[src/rtl/vc_credit_arbiter.sv]
// vc_credit_arbiter: credit-based round-robin arbiter with wormhole locking.
// Several virtual channels share one output pipeline stage. A VC may send a
// flit only while it holds a downstream credit. Once a multi-flit packet
// wins, the arbiter locks onto that VC until its tail flit has been sent.
//
// Ports:
//   clk          rising-edge clock
//   reset        synchronous, active-high reset
//   req          per-VC flit-ready request
//   req_tail     per-VC tail marker for the requesting flit
//   stall        downstream stall; no flit may advance while high
//   credit_in    per-VC credit return pulse
//   grant        one-hot (or zero) VC advancing this cycle, combinational
//   pipe_en      downstream pipeline enable (OR of grant), combinational
//   credit_avail registered, bit v set when VC v holds at least one credit
//   locked       registered, arbiter is locked to a packet
//   credit_err   registered sticky credit-overflow flag
module vc_credit_arbiter #(
    parameter int unsigned NUM_VC    = 4,
    parameter int unsigned BUF_DEPTH = 4
) (
    input  logic              clk,
    input  logic              reset,
    input  logic [NUM_VC-1:0] req,
    input  logic [NUM_VC-1:0] req_tail,
    input  logic              stall,
    input  logic [NUM_VC-1:0] credit_in,
    output logic [NUM_VC-1:0] grant,
    output logic              pipe_en,
    output logic [NUM_VC-1:0] credit_avail,
    output logic              locked,
    output logic              credit_err
);

    localparam int unsigned CREDW = $clog2(BUF_DEPTH + 1);
    localparam int unsigned IDXW  = (NUM_VC > 1) ? $clog2(NUM_VC) : 1;

    localparam logic [CREDW-1:0] CRED_MAX = CREDW'(BUF_DEPTH);
    localparam logic [IDXW-1:0]  LAST_VC  = IDXW'(NUM_VC - 1);

    localparam logic [0:0] S_IDLE   = 1'b0;
    localparam logic [0:0] S_LOCKED = 1'b1;

    logic [0:0]       state;
    logic [0:0]       state_next;
    logic [IDXW-1:0]  lock_vc;
    logic [IDXW-1:0]  lock_vc_next;
    logic [IDXW-1:0]  rr_ptr;
    logic [IDXW-1:0]  rr_ptr_next;

    logic [CREDW-1:0] credit      [NUM_VC];
    logic [CREDW-1:0] credit_next [NUM_VC];

    logic [NUM_VC-1:0] eligible;
    logic [NUM_VC-1:0] ovf;

    logic              rr_found;
    logic [IDXW-1:0]   rr_pick;
    logic [IDXW-1:0]   rr_cand;
    logic [IDXW:0]     rr_sum;

    logic              granted;
    logic [IDXW-1:0]   grant_vc;

    // Eligibility; reset masks every request so nothing is granted in reset.
    always_comb begin
        eligible = '0;
        for (int unsigned v = 0; v < NUM_VC; v++) begin
            eligible[v] = req[v] & (credit[v] != '0) & ~stall & ~reset;
        end
    end

    // Round-robin search starting at rr_ptr, wrapping past the last VC.
    always_comb begin
        rr_found = 1'b0;
        rr_pick  = '0;
        rr_cand  = '0;
        rr_sum   = '0;
        for (int unsigned i = 0; i < NUM_VC; i++) begin
            rr_sum = {1'b0, rr_ptr} + (IDXW+1)'(i);
            if (rr_sum >= (IDXW+1)'(NUM_VC)) begin
                rr_sum = rr_sum - (IDXW+1)'(NUM_VC);
            end
            rr_cand = rr_sum[IDXW-1:0];
            if (!rr_found && eligible[rr_cand]) begin
                rr_found = 1'b1;
                rr_pick  = rr_cand;
            end
        end
    end

    // Next-state, grant and pointer logic.
    always_comb begin
        state_next   = state;
        lock_vc_next = lock_vc;
        rr_ptr_next  = rr_ptr;
        granted      = 1'b0;
        grant_vc     = '0;
        grant        = '0;

        case (state)
            S_IDLE: begin
                if (rr_found) begin
                    granted  = 1'b1;
                    grant_vc = rr_pick;
                    if (!req_tail[rr_pick]) begin
                        state_next   = S_LOCKED;
                        lock_vc_next = rr_pick;
                    end
                end
            end
            S_LOCKED: begin
                // Only the owning VC may advance; otherwise hold everything.
                if (eligible[lock_vc]) begin
                    granted  = 1'b1;
                    grant_vc = lock_vc;
                    if (req_tail[lock_vc]) begin
                        state_next = S_IDLE;
                    end
                end
            end
            default: begin
                state_next = S_IDLE;
            end
        endcase

        if (granted) begin
            grant[grant_vc] = 1'b1;
            rr_ptr_next     = (grant_vc == LAST_VC) ? '0 : grant_vc + IDXW'(1);
        end
    end

    assign pipe_en = |grant;

    // Credit counters: a grant and a return in the same cycle cancel out;
    // a return onto a full counter saturates and flags an overflow.
    always_comb begin
        ovf = '0;
        for (int unsigned v = 0; v < NUM_VC; v++) begin
            credit_next[v] = credit[v];
            case ({grant[v], credit_in[v]})
                2'b10: credit_next[v] = credit[v] - CREDW'(1);
                2'b01: begin
                    if (credit[v] == CRED_MAX) begin
                        ovf[v] = 1'b1;
                    end else begin
                        credit_next[v] = credit[v] + CREDW'(1);
                    end
                end
                default: credit_next[v] = credit[v];
            endcase
        end
    end

    // State and output registers.
    always_ff @(posedge clk) begin
        if (reset) begin
            state        <= S_IDLE;
            lock_vc      <= '0;
            rr_ptr       <= '0;
            credit_avail <= '1;
            locked       <= 1'b0;
            credit_err   <= 1'b0;
            for (int unsigned v = 0; v < NUM_VC; v++) begin
                credit[v] <= CRED_MAX;
            end
        end else begin
            state      <= state_next;
            lock_vc    <= lock_vc_next;
            rr_ptr     <= rr_ptr_next;
            locked     <= (state_next == S_LOCKED);
            credit_err <= credit_err | (|ovf);
            for (int unsigned v = 0; v < NUM_VC; v++) begin
                credit[v]       <= credit_next[v];
                credit_avail[v] <= (credit_next[v] != '0);
            end
        end
    end

endmodule

[config.mk]
export PLATFORM = sky130hd
export DESIGN_NAME = vc_credit_arbiter
export DESIGN_NICKNAME = d
export VERILOG_FILES = /design/src/rtl/vc_credit_arbiter.sv
export SDC_FILE = /design/constraint.sdc
export NUM_CORES = 1
export LEC_CHECK = 0
export CORE_MARGIN = 5
export CORE_UTILIZATION = 42
export CTS_CLUSTER_DIAMETER = 80
export DETAILED_ROUTE_END_ITERATION = 6
export RECOVER_POWER = 50
export SLEW_MARGIN = 30
export SYNTH_ARGS = -nofsm -noshare
export SYNTH_HDL_FRONTEND = slang
export SYNTH_SLANG_ARGS = --single-unit
export TNS_END_PERCENT = 30
[constraint.sdc]
create_clock -name clk -period 6 [get_ports clk]
set_input_delay 1.2 -clock clk [delete_from_list [all_inputs] [get_ports clk]]
set_output_delay 1.2 -clock clk [all_outputs]
set_load 0.1 [all_outputs]
After elaboration in Yosys (flattened, before gate mapping)
Memories as Yosys holds them, arrays and structs flattened.
Index checks and enable logic that the tools add are counted.

storage, ports and cells
  input port bits = 15
  memories = 1
  output and inout bits = 11
  word-level logic and storage cells = 150
  bits in writable memories = 12
  bits in registers = 10

memories
  memory  depth  width  rd ports  clocked after Yosys merged registers in  write ports  RTL line  source
  credit  4      3      4         0                                        4            51        logic [CREDW-1:0] credit [NUM_VC];

cells by class
  equal/unequal tests = 13
  reductions and logical operators = 18
  bitwise operators = 21
  add/sub/neg operators = 16
  magnitude comparators = 12
  mux-type cells = 64

operators by type and width
  kind                                                                          count
  1-bit two-way mux                                                             29
  3-bit two-way mux                                                             8
  3-bit one-hot mux with 2 select lines                                         4
  3-bit nonzero test                                                            8
  2-bit two-way mux                                                             11
  2-bit by 3-bit less-than comparator with 1-bit output, second input constant  7
  1-bit binary-select mux with 2-bit select                                     7
  3-bit by 1-bit adder with 3-bit output, second input constant                 4
  1-bit AND                                                                     12
  3-bit == test, second input constant                                          4
  3-bit by 1-bit subtractor with 3-bit output, second input constant            4
  2-bit == test, second input constant                                          5
  3-bit greater-or-equal comparator, second input constant                      3
  2-bit by 1-bit == test with 1-bit output, second input constant               4
  4-bit OR reduction                                                            2
  2-bit by 1-bit subtractor with 2-bit output, second input constant            4
  2-bit by 2-bit adder with 3-bit output, second input constant                 2
  1-bit bitwise OR                                                              5
  1-bit logical AND                                                             4
  4-bit two-way mux                                                             1
  1-bit NOT                                                                     4
  1-bit one-hot mux with 2 select lines                                         2
  2-bit one-hot mux with 2 select lines                                         1
  2-bit by 1-bit adder with 3-bit output, second input constant                 1
  6 further kinds                                                               8

Logic depth before layout (Yosys ltp)
Gate-level depths: netlist of the first run.
An unclocked memory read counts as a cell.

  word-level depth = 28
  gate-level depth with buffers = 18
  gate-level depth less buffers = 18

Worst setup path after synthesis of the first run
OpenSTA, ideal clock, no wires.

  path kind = input -> register
  start = input port reset
  end = register credit_avail[0]
  setup slack = 1.081 ns
  data required time = 5.873 ns
  buffers on the path = 1
  stages = 12
  arrival time = 4.792 ns
  setup time = 0.127 ns
  path through = buf_6 > nor2_8 > nand3_2 > mux4_2 > mux2i_4 > nand2_1 > inv_1 > ha_1 > inv_1 > nand3_1 > a211o_1 > or3_1

on the way
  cells in the longest elaborated chain, start to end = 24
  elaborated cells between the ends (all ways) = 45
  classes of those cells = 2 x order compare; 2 x eq/ne; 28 x mux; 5 x bitwise; 8 x reduce/logical

ends and longest elaborated chain
  what                                                                              RTL line  source
  start: declaration                                                                23        input logic reset,
  1-bit NOT (*)                                                                     69        eligible[v] = req[v] & (credit[v] != '0) & ~stall & ~reset;
  1-bit AND                                                                         69
  1-bit binary-select mux with 2-bit select                                         85        if (!rr_found && eligible[rr_cand]) begin
  1-bit two-way mux (implied by the code)                                           85
  1-bit two-way mux                                                                 85
  1-bit zero test                                                                   85
  1-bit logical AND                                                                 85
  1-bit two-way mux                                                                 85
  [9 not listed]                                                                    --
  1-bit logical AND (implied by the code)                                           128       grant[grant_vc] = 1'b1;
  1-bit two-way mux (implied by the code)                                           128
  1-bit demux with 2-bit select                                                     128
  4-bit two-way mux (*)                                                             127       if (granted) begin
  named net grant[0]                                                                28        output logic [NUM_VC-1:0] grant,
  2-bit by 1-bit == test with 1-bit output / 2-bit == test (equally long branches)  141       case ({grant[v], credit_in[v]})
  3-bit one-hot mux with 2 select lines (*)                                         141
  3-bit nonzero test (*)                                                            175       credit_avail[v] <= (credit_next[v] != '0);
  end signal: indexed assignment                                                    175
  end: declaration                                                                  30        output logic [NUM_VC-1:0] credit_avail,

The timed path passes the listed nets; every way through them passes the cells marked *. The select of a mux whose other input is x is not followed.
A chain may end at the register's enable or synchronous reset.

Worst setup path after layout of the first run
  start = input port reset
  end = output port grant[0]

on the way
  cells in the longest elaborated chain, start to end = 21
  elaborated cells between the ends (all ways) = 41
  classes of those cells = 2 x order compare; 27 x mux; 5 x bitwise; 7 x reduce/logical

ends and longest elaborated chain
  what                                                                                                                                                                RTL line  source
  1-bit NOT (*)                                                                                                                                                       69
  1-bit AND                                                                                                                                                           69
  1-bit binary-select mux with 2-bit select                                                                                                                           85
  1-bit two-way mux (implied by the code)                                                                                                                             85
  1-bit two-way mux                                                                                                                                                   85
  1-bit zero test                                                                                                                                                     85
  1-bit logical AND                                                                                                                                                   85
  1-bit two-way mux                                                                                                                                                   85
  [5 not listed]                                                                                                                                                      --
  2-bit two-way mux / 1-bit two-way mux (equally long branches)                                                                                                       85
  2-bit two-way mux                                                                                                                                                   103       if (rr_found) begin
  2-bit one-hot mux with 2 select lines                                                                                                                               101       case (state)
  2-bit by 3-bit less-than comparator with 1-bit output (implied by the code) / 2-bit by 1-bit greater-or-equal comparator with 1-bit output (equally long branches)  128
  1-bit logical AND (implied by the code)                                                                                                                             128
  1-bit two-way mux (implied by the code)                                                                                                                             128
  1-bit demux with 2-bit select                                                                                                                                       128
  4-bit two-way mux (*)                                                                                                                                               127
  end: declaration                                                                                                                                                    28

Every way passes the cells marked *; elsewhere a longest branch is shown, timed or not. The select of a mux whose other input is x is not followed.

==> summary.txt, run 1 <==
Yosys
  • Synth area leader: dfxtp_1
  • Seq cells post-synth: 22
  • Area contributors post-synth: dfxtp_1 26%, ha_1 18%, inv_1 6.6%, a21oi_1 4.1%, mux2i_1 4.1%
  • Synthesized Nets: 244
  • Post-Syn Instances: 205
  • Synth unique cells: 39
  • Syn avg cell area: 8.29 µm²
  • Synth Warn #: 0
  • Yosys top cell area share: 25.9%
  • Cell Area, Synth: 1700 µm²
  • Main synth FF type: dfxtp_1
  • Async set-reset flop share out of synthesis: 0%
  • EDFF count, synth: 0
  • Seq/Total Area, Yosys: 25.9%

Critical path
  • CP Max Fanout: 19
  • Delay-heaviest family, CP: buffers and inverters
  • R2R depth: 16
  • Reg2Reg Setup Slack: 2.24 ns
  • Critical Path RT: 4.80 ns
  • CP max stage cell: a22oi_1
  • CP Launch Type: primary input
  • RR Startpoint: credit[0][0]
  • Crit path kind: primary input to primary output
  • Crit-path cells: dlygate4sd3_1, buf_4, nor2_8, nand3_1, o22a_1, a22oi_1, o22ai_1, inv_1, ha_1, nand2_1, inv_1, buf_4
  • Crit path DAT: 4.12 ns
  • Critical path's largest stage delay: 0.56 ns
  • Buf/Inv on CP: 5
  • Reg2reg end: credit_avail[0]
  • Crit path capture type: primary output

Timing
  • RSZ-0062 raised after global routing: no
  • Fin Clk Skew: 0.000778 ns
  • Setup Viol. Count Final: 0
  • Fmax: 188 MHz
  • Worst rel slew slack: 34.5%
  • Tmin final: 5.32 ns
  • Final TNS setup: 0 ns
  • Final hold vios: 0
  • Least-Margin Pin Slew: 0.979 ns
  • Final max-slew violation count: 0
  • Final period util: 88.6%
  • Worst setup margin: 0.682 ns

Clock tree
  • Num CTS Buffers: 3
  • Worst skew pair latency: 0.25 ns
  • Post-CTS Setup Inserts: 0
  • CTS H-tree depth: 1
  • Clock Root Buffer: clkbuf_8
  • CTS Buffer Depth: 2
  • CTS resizes: 0
  • # hold bufs at CTS: 0
  • CTS tree: yes
  • Clock sinks: 22
  • Worst-path clk slew: 0.07 ns

Placement
  • Post-DP HPWL: 2780 µm
  • Pre-CTS setup slack: 1.08 ns
  • Port buffer count: 25
  • Placed cell count: 278
  • GP Congestion: 0.755

Final layout
  • Most frequent cells in the layout: 30 x inv_1, 24 x ha_1, 22 x dfxtp_1
  • Most common cell after layout, fill and taps aside: inv_1
  • Area delta synth->final: 19.4%
  • Layout cells sized above 1: 6.93%
  • Fillers: 391
  • Ant. Diodes: 0
  • Core Util, Final: 51.1%
  • Final Non-Filler Cells: 281
  • NumNets Final: 272

Power and ir drop
  • Clock power share: 18.7%
  • Net switching power: 187 µW
  • Power Internal: 275 µW
  • Reg power frac: 38.1%
  • Switching Fraction: 40.5%
  • Peak supply drop: 0.000148 V
  • Design Power: 462 µW
  • Combinational Power Share: 43.2%
  • Leakage: 0.887 nW
  • P per Cell Area: 227 nW/µm²

Detailed routing
  • Drt total wl: 3490 µm
  • 1st-pass router iterations: 6
  • Vias: 1456
  • WL/cell: 12.4 µm
  • Antenna Nets Post-Route: 0
  • DRC Markers: 0
  • Starting DRT DRC Count: 63
  • Vias per cell: 5.18

Run status
  • Run status: finished clean

Floorplanning
  • Starting Density: 42.8%
  • Die ar.: 5420 µm²
  • Die Ht: 73.6 µm
  • Core box area: 3970 µm²
  • Die X: 73.6 µm
  • Rows: 23
  • Io pins: 26

Global route
  • First-pass GRT wire length: 6110 µm
  • Largest net degree at the start of global routing: 20
  • Overflow after GRT: 0
  • Total global-route track usage: 14.0%
  • Vias in the first global route: 1345
  • Initial antenna violation count: 0

Worst hold path
  • Worst Min Path Start: lock_vc[1]
  • Worst Hold Depth: 2
  • Hold Path End: lock_vc[1]
  • Worst hold path class: flip-flop to flip-flop

Run
  • # Max-Cap Violations: 0
==> worst max path at each step <==
stage	startpoint	end	slack, ns	cells after the start
final	reset	grant[0]	0.68	12
after global routing	reset	grant[0]	0.49	12
after CTS	reset	grant[0]	1.07	11
after detailed placement	reset	grant[0]	1.08	11
after global placement	reset	grant[0]	1.15	11
after floorplan	reset	credit_avail[0]	1.08	12
==> power groups by stage <==
stage / clock (mW) / sequential [mW] / combinational [mW]
floorplan: 0 / 0.214 / 0.123
global placement: 0 / 0.180 / 0.208
detailed placement: 0 / 0.180 / 0.207
CTS: 0.0908 / 0.177 / 0.208
global route: 0.0978 / 0.179 / 0.218
finish: 0.0863 / 0.176 / 0.200
==> worst reg2reg max path, stage by stage, from the launching register on <==
cell,delay (ns)
dfxtp_1,0.39
inv_1,0.08
ha_1,0.24
nand2b_1,0.08
nand3_1,0.18
o22a_1,0.26
a22oi_1,0.56
o22ai_1,0.26
inv_1,0.13
ha_1,0.15
nand2_1,0.08
inv_1,0.11
ha_1,0.28
inv_1,0.10
nand3_1,0.08
a211o_1,0.31
or3_1,0.36
==> cells in the mapped netlist, types with 4 or more instances <==
cell	n
a21oi_1	14
dfxtp_1	22
nor2_1	18
nand3_1	7
o21ai_0	9
ha_1	24
nand2b_1	7
mux2i_1	7
nand2_1	14
a22oi_1	4
inv_1	30
nor3_1	9
==> per-stage QoR <==
| stage | hold WS (ns) | area, µm² |
|---|---|---|
| 2_1_floorplan | 0.478 | 1700 |
| 3_3_place_gp | 0.517 | 2030 |
| 3_5_place_dp | 0.513 | 2030 |
| 4_1_cts | 0.531 | 2070 |
| 5_1_grt | 0.561 | 2030 |
| 6_report | 0.518 | 2030 |
==> registers in the layout (all words and copies together), names as in the netlist <==
| signal | count |
|---|---|
| state | 1 |
| lock_vc | 2 |
| credit | 12 |
| rr_ptr | 2 |
| credit_avail | 4 |
| credit_err | 1 |
==> routing by layer <==
metal | track usage [%] | up-vias | wire (µm) | part of all wire (%)
met2 | 21.0 | 22 | 1530 | 44
met3 | 1.64 | 5 | 112 | 3.2
met5 | 0 | - | 0 | 0
met1 | 20.8 | 668 | 1800 | 52
met4 | 4.23 | 0 | 43 | 1.2
li1 | - | 761 | - | -
==> cell type report <==
type / instances / area, µm² / share of cell area (%)
Clock buffer: 3 / 41.3 / 2.03
Inverter: 30 / 113 / 5.55
Multi-Input combinational cell: 150 / 1090 / 53.7
Sequential cell: 22 / 440 / 21.7
Tap cell: 50 / 62.6 / 3.08
Timing Repair Buffer: 26 / 283 / 13.9
==> kinds of logic (layout without fill, tap and decap cells) <==
| kind of cell | count (synthesis) | after routing | synth area share, % |
|---|---|---|---|
| compound gates | 46 | 46 | 18.5 |
| fa+ha+maj | 24 | 24 | 17.7 |
| buf+inv | 33 | 59 | 7.73 |
| flops | 22 | 22 | 25.9 |
| mux | 10 | 10 | 8.09 |
| simple gates | 70 | 70 | 22.1 |
Power figures use the tool's default switching activity.
==> inputs of run 2 (changes only) <==
--- a/config.mk
+++ b/config.mk
@@ -7,7 +7,7 @@
 export LEC_CHECK = 0
 export CORE_MARGIN = 5
 export CORE_UTILIZATION = 42
-export CTS_CLUSTER_DIAMETER = 80
+export CTS_CLUSTER_DIAMETER = 120
 export DETAILED_ROUTE_END_ITERATION = 6
 export RECOVER_POWER = 50
 export SLEW_MARGIN = 30
==> results of run 2 <==
Same layout as run 1: the final DEF is identical, and so are final timing and power.
==> RTL change 1 (flow settings as in run 2) <==
Reset style: asynchronous (`reset`), changed in one clocked block. Comments in the files are not updated.
--- a/src/rtl/vc_credit_arbiter.sv
+++ b/src/rtl/vc_credit_arbiter.sv
@@ -154,5 +154,5 @@
 
     // State and output registers.
-    always_ff @(posedge clk) begin
+    always_ff @(posedge clk or posedge reset) begin
         if (reset) begin
             state        <= S_IDLE;
Formal check against the unedited RTL: differs if reset is asserted again (counterexample within 4 cycles, from zero or initial values and one cycle with reset high); with reset held inactive, the same outputs for 4 cycles.
==> RTL change 1 against run 2 <==
Utilization grew 1.3 points. Fmax rose by 0.74%. Final area rose by 5.6%. Synthesized cell count shrank 2.9%. Global-route usage grew 1.3 points. Sequential share of layout area grew 4.4 points. Sequential cell count stayed put. Area after synthesis is 5.7% higher. Worst setup slack better by 0.039 ns. Clock skew is essentially flat. Routed wire length is 15% higher. Register-to-register slack better by 0.21 ns. Critical endpoint unchanged. Largest cell class unchanged. Highest routed layer unchanged.
Power is not compared: it rests on default switching activity, and its combinational part moved more than twofold at a synthesized area within 25%.
==> RTL change 1: results (changes against run 2) <==
| Metric | Value |
|---|---|
| Status | finished, final reports clean |
| Total track usage | 15.3% (+1.3 points) |
| Placed Area | 2100 sq um (+3.5%) |
| Sequential share of the synthesized area | 31.2% (+5.3 points) |
| Syn nets | 238 (-2.5%) |
| Worst-Margin Slew | 0.984 ns (+0.00530 ns) |
| Maximum fanout along the worst path | 8 (-11) |
| 1st-iter DRT viols | 80 (+27%) |
| Largest net degree at the start of global routing | 23 (+15%) |
| Post-synthesis adder-cell area fraction | 16.7% (-0.96 points) |
| Vias/cell | 5.47 (+5.7%) |
| Worst slack, placed | 1.11 ns (+0.0356 ns) |
| Post-synthesis mux area share | 6.47% (-1.6 points) |
| WP data arrival | 4.08 ns (-0.04 ns) |
| FFs w/ async S/R, synth | 100% (+100 points) |
| Total power | 1.04 mW |
| Largest family of logic cells by synthesized area | compound AO/OA/AOI/OAI gates |
| Final WL | 4000 um (+15%) |
| R2r worst-path depth | 15 (-1) |
| Yosys cell types | 44 (+13%) |
| Reg2reg end | credit_avail[0] |
| R2R setup slack | 2.45 ns (+0.21 ns) |
| Area contributors post-synth | dfrtp_1 (19%), ha_1 (17%), dfstp_2 (12%), inv_1 (6.5%), o21ai_0 (3.9%) |
| Hold Crit Start | credit_err |
| Gpl congestion | 0.828 (+9.7%) |
| Hold slack final | 0.491 ns (-0.0268 ns) |
| Fin nets | 268 (-1.5%) |
| Mean Syn Cell Area | 9.04 sq um (+8.9%) |
| Vias | 1522 (+4.5%) |
| Worst Skew | 0.00113 ns (+0.000357 ns) |
| Worst hold path cell count | 1 (-1) |
| First-pass detailed-route iteration total | 4 (-2) |
| Synth Area in Compound Gates | 20.0% (+1.4 points) |
| R2r startpoint | credit[3] |
==> RTL change 1: cell count changes after synthesis, sizes merged, moves of 5 or more <==
cell,before,now
dfxtp,22,0
dfrtp,0,14
dfstp,0,8
nor2,19,13
o21ai,9,15
nor3,9,4
==> RTL change 1: layout make-up <==
class / instances / area, sq um
inverters: 31 / 116
clock buffers: 4 / 55.1
well taps: 50 / 62.6
multi-input cells: 146 / 1110
flip-flops and latches: 22 / 561
repair buffers: 25 / 238
fillers: 378 / 1940
==> RTL change 1: cell families after synthesis <==
group / Yosys count
AND/OR/NAND/NOR: 62
AO/OA/AOI/OAI: 51
buffers and inverters: 31
adder cells (fa/ha/maj): 24
flip-flops: 22
multiplexers: 9
==> RTL change 1: metal layers <==
metal,vias to the layer above,wire length [um],global-route usage (%)
met5,-,0,0
met3,4,221,1.72
li1,763,-,-
met2,32,1860,26.6
met1,723,1890,19.7
met4,0,30,5.44
==> RTL change 2 (flow settings as in run 2) <==
Made on the original files. Set the parameter `BUF_DEPTH` to 8 (it was 4).
--- a/src/rtl/vc_credit_arbiter.sv
+++ b/src/rtl/vc_credit_arbiter.sv
@@ -18,5 +18,5 @@
 module vc_credit_arbiter #(
     parameter int unsigned NUM_VC    = 4,
-    parameter int unsigned BUF_DEPTH = 4
+    parameter int unsigned BUF_DEPTH = 8
 ) (
     input  logic              clk,
Formal check against the unedited RTL: not equivalent (Yosys sat finds a counterexample within 10 cycles, from zero or initial values and one cycle with reset high).
==> RTL change 2 against run 2 <==
Area after synthesis is 15% higher. Fmax is 1.1% higher. Sequential cell count is 4 higher. Routed wire length is 21% higher. Combinational power is 13% higher. Worst setup slack better by 0.056 ns. Final area is 14% higher. Power is 15% higher. Critical path type unchanged. Largest cell class unchanged.
==> RTL change 2: results (changes against run 2) <==
| Metric | Value |
|---|---|
| First-pass detailed-route iteration total | 4 (-2) |
| Maximum fanout along the worst path | 7 (-12) |
| Fin nets | 305 (+12%) |
| Worst skew pair latency | 0.27 ns (+0.02 ns) |
| Comb power frac | 42.6% (-0.6 points) |
| Synth Area in Compound Gates | 20.9% (+2.4 points) |
| Post-synthesis mux area share | 7.71% (-0.38 points) |
| Gpl congestion | 0.777 (+3.0%) |
| FFs w/ async S/R, synth | 0% (unchanged) |
| Total track usage | 13.7% (-0.25 points) |
| Yosys cell types | 52 (+33%) |
| Clock distribution power | 97.0 uW (+12%) |
| Yosys warns | 0 (unchanged) |
| Worst Skew | 0.00169 ns (+0.000911 ns) |
| IR drop worst, VDD | 0.121 mV (-19%) |
| Largest registers | credit x16, credit_avail x4 |
| Worst-Margin Slew | 0.980 ns (+0.00114 ns) |
| Max incr delay on CP | 0.61 ns (+0.05 ns) |
| First-pass GRT wire length | 7110 um (+16%) |
| Net Sw Frac | 40.8% (+0.34 points) |
| Inserted Clock Buffers | 3 (unchanged) |
| Total power | 532 uW (+15%) |
| Post-DP HPWL | 3180 um (+14%) |
| Initial antenna violation count | 0 (unchanged) |
| Clock root buffer master | clkbuf_8 |
| Syn nets | 278 (+14%) |
| Mean Syn Cell Area | 8.08 sq um (-2.6%) |
| CTS Buffer Depth | 2 (unchanged) |
| Layout cells sized above 1 | 8.58% (+1.7 points) |
| Non-Filler Instances | 320 (+14%) |
| Synth top cells by count | inv_1 (34), nor2_1 (27), dfxtp_1 (26) |
| Cells after DPL | 317 (+14%) |
| Sequential share of the synthesized area | 26.5% (+0.61 points) |
| Vias | 1743 (+20%) |
| Largest net degree at the start of global routing | 23 (+15%) |
| CP max-delay cell | mux4_1 |
| Area contributors post-synth | dfxtp_1 (27%), ha_1 (13%), inv_1 (6.5%), a21oi_1 (6.1%), nor2_1 (5.2%) |
| WL per Instance | 13.2 um (+6.2%) |
| LEAKAGE | 0.986 nW (+11%) |
| WP data arrival | 4.06 ns (-0.06 ns) |
| Post-synthesis xor/xnor area fraction | 1.34% (+1.3 points) |
| Status | finished, final reports clean |
| Placed Area | 2300 sq um (+13%) |
| Post-synthesis adder-cell area fraction | 12.7% (-4.9 points) |
| 1st-iter DRT viols | 60 (-4.8%) |
| Vias in the first global route | 1583 (+18%) |
| Fillers | 440 (+13%) |
| Worst slack, placed | 1.09 ns (+0.0164 ns) |
-- RTL change 2: cell count changes after synthesis, moves of 4 or more --
cell      before  now
inv_1         30   34
o21ai_0        9   14
nand2_1       14   10
o211ai_1       0    4
nand2b_1       7    2
a21oi_1       14   24
ha_1          24   20
nor2_1        18   27
a32oi_1        0    5
dfxtp_1       22   26
-- RTL change 2: worst paths after layout --
kind / from / cells after the start / end / slack [ns]
max: reset / 8 / grant[2] / 0.74
min: lock_vc[1] / 2 / lock_vc[1] / 0.53
max reg2reg: credit[1][0] / 15 / credit_avail[0] / 1.91
min reg2reg: lock_vc[1] / 2 / lock_vc[1] / 0.53
-- RTL change 2: critical path, delay by kind of cell --
family,cells,cell delay [ns]
simple gates,3,0.81
buf+inv,3,0.92
mux,2,1.14
-- RTL change 2: cell type report --
| class | count | area, sq um | area share [%] |
|---|---|---|---|
| multi-input combinational | 179 | 1260 | 54.6 |
| sequential | 26 | 520 | 22.5 |
| timing repair buffer | 26 | 295 | 12.8 |
| inverter | 34 | 128 | 5.52 |
| tap | 52 | 65.1 | 2.81 |
| clock buffer | 3 | 41.3 | 1.79 |
-- RTL change 2: cells by family (layout without fill, tap and decap cells) --
family,Yosys count,after routing
adders and majority gates,20,20
buffers and inverters,38,63
AOI/OAI and AO/OA,64,64
muxes,11,11
and+or+nand+nor,81,81
DFF,26,26
xor gates and xnor gates,3,3
-- RTL change 2: metal layers --
| layer | global-route usage (%) | part of all wire (%) | up-vias |
|---|---|---|---|
| li1 | - | - | 910 |
| met1 | 19.5 | 51 | 793 |
| met2 | 21.8 | 44 | 36 |
| met3 | 2.06 | 3.5 | 4 |
| met4 | 3.67 | 0.73 | 0 |
| met5 | 0 | 0 | - |
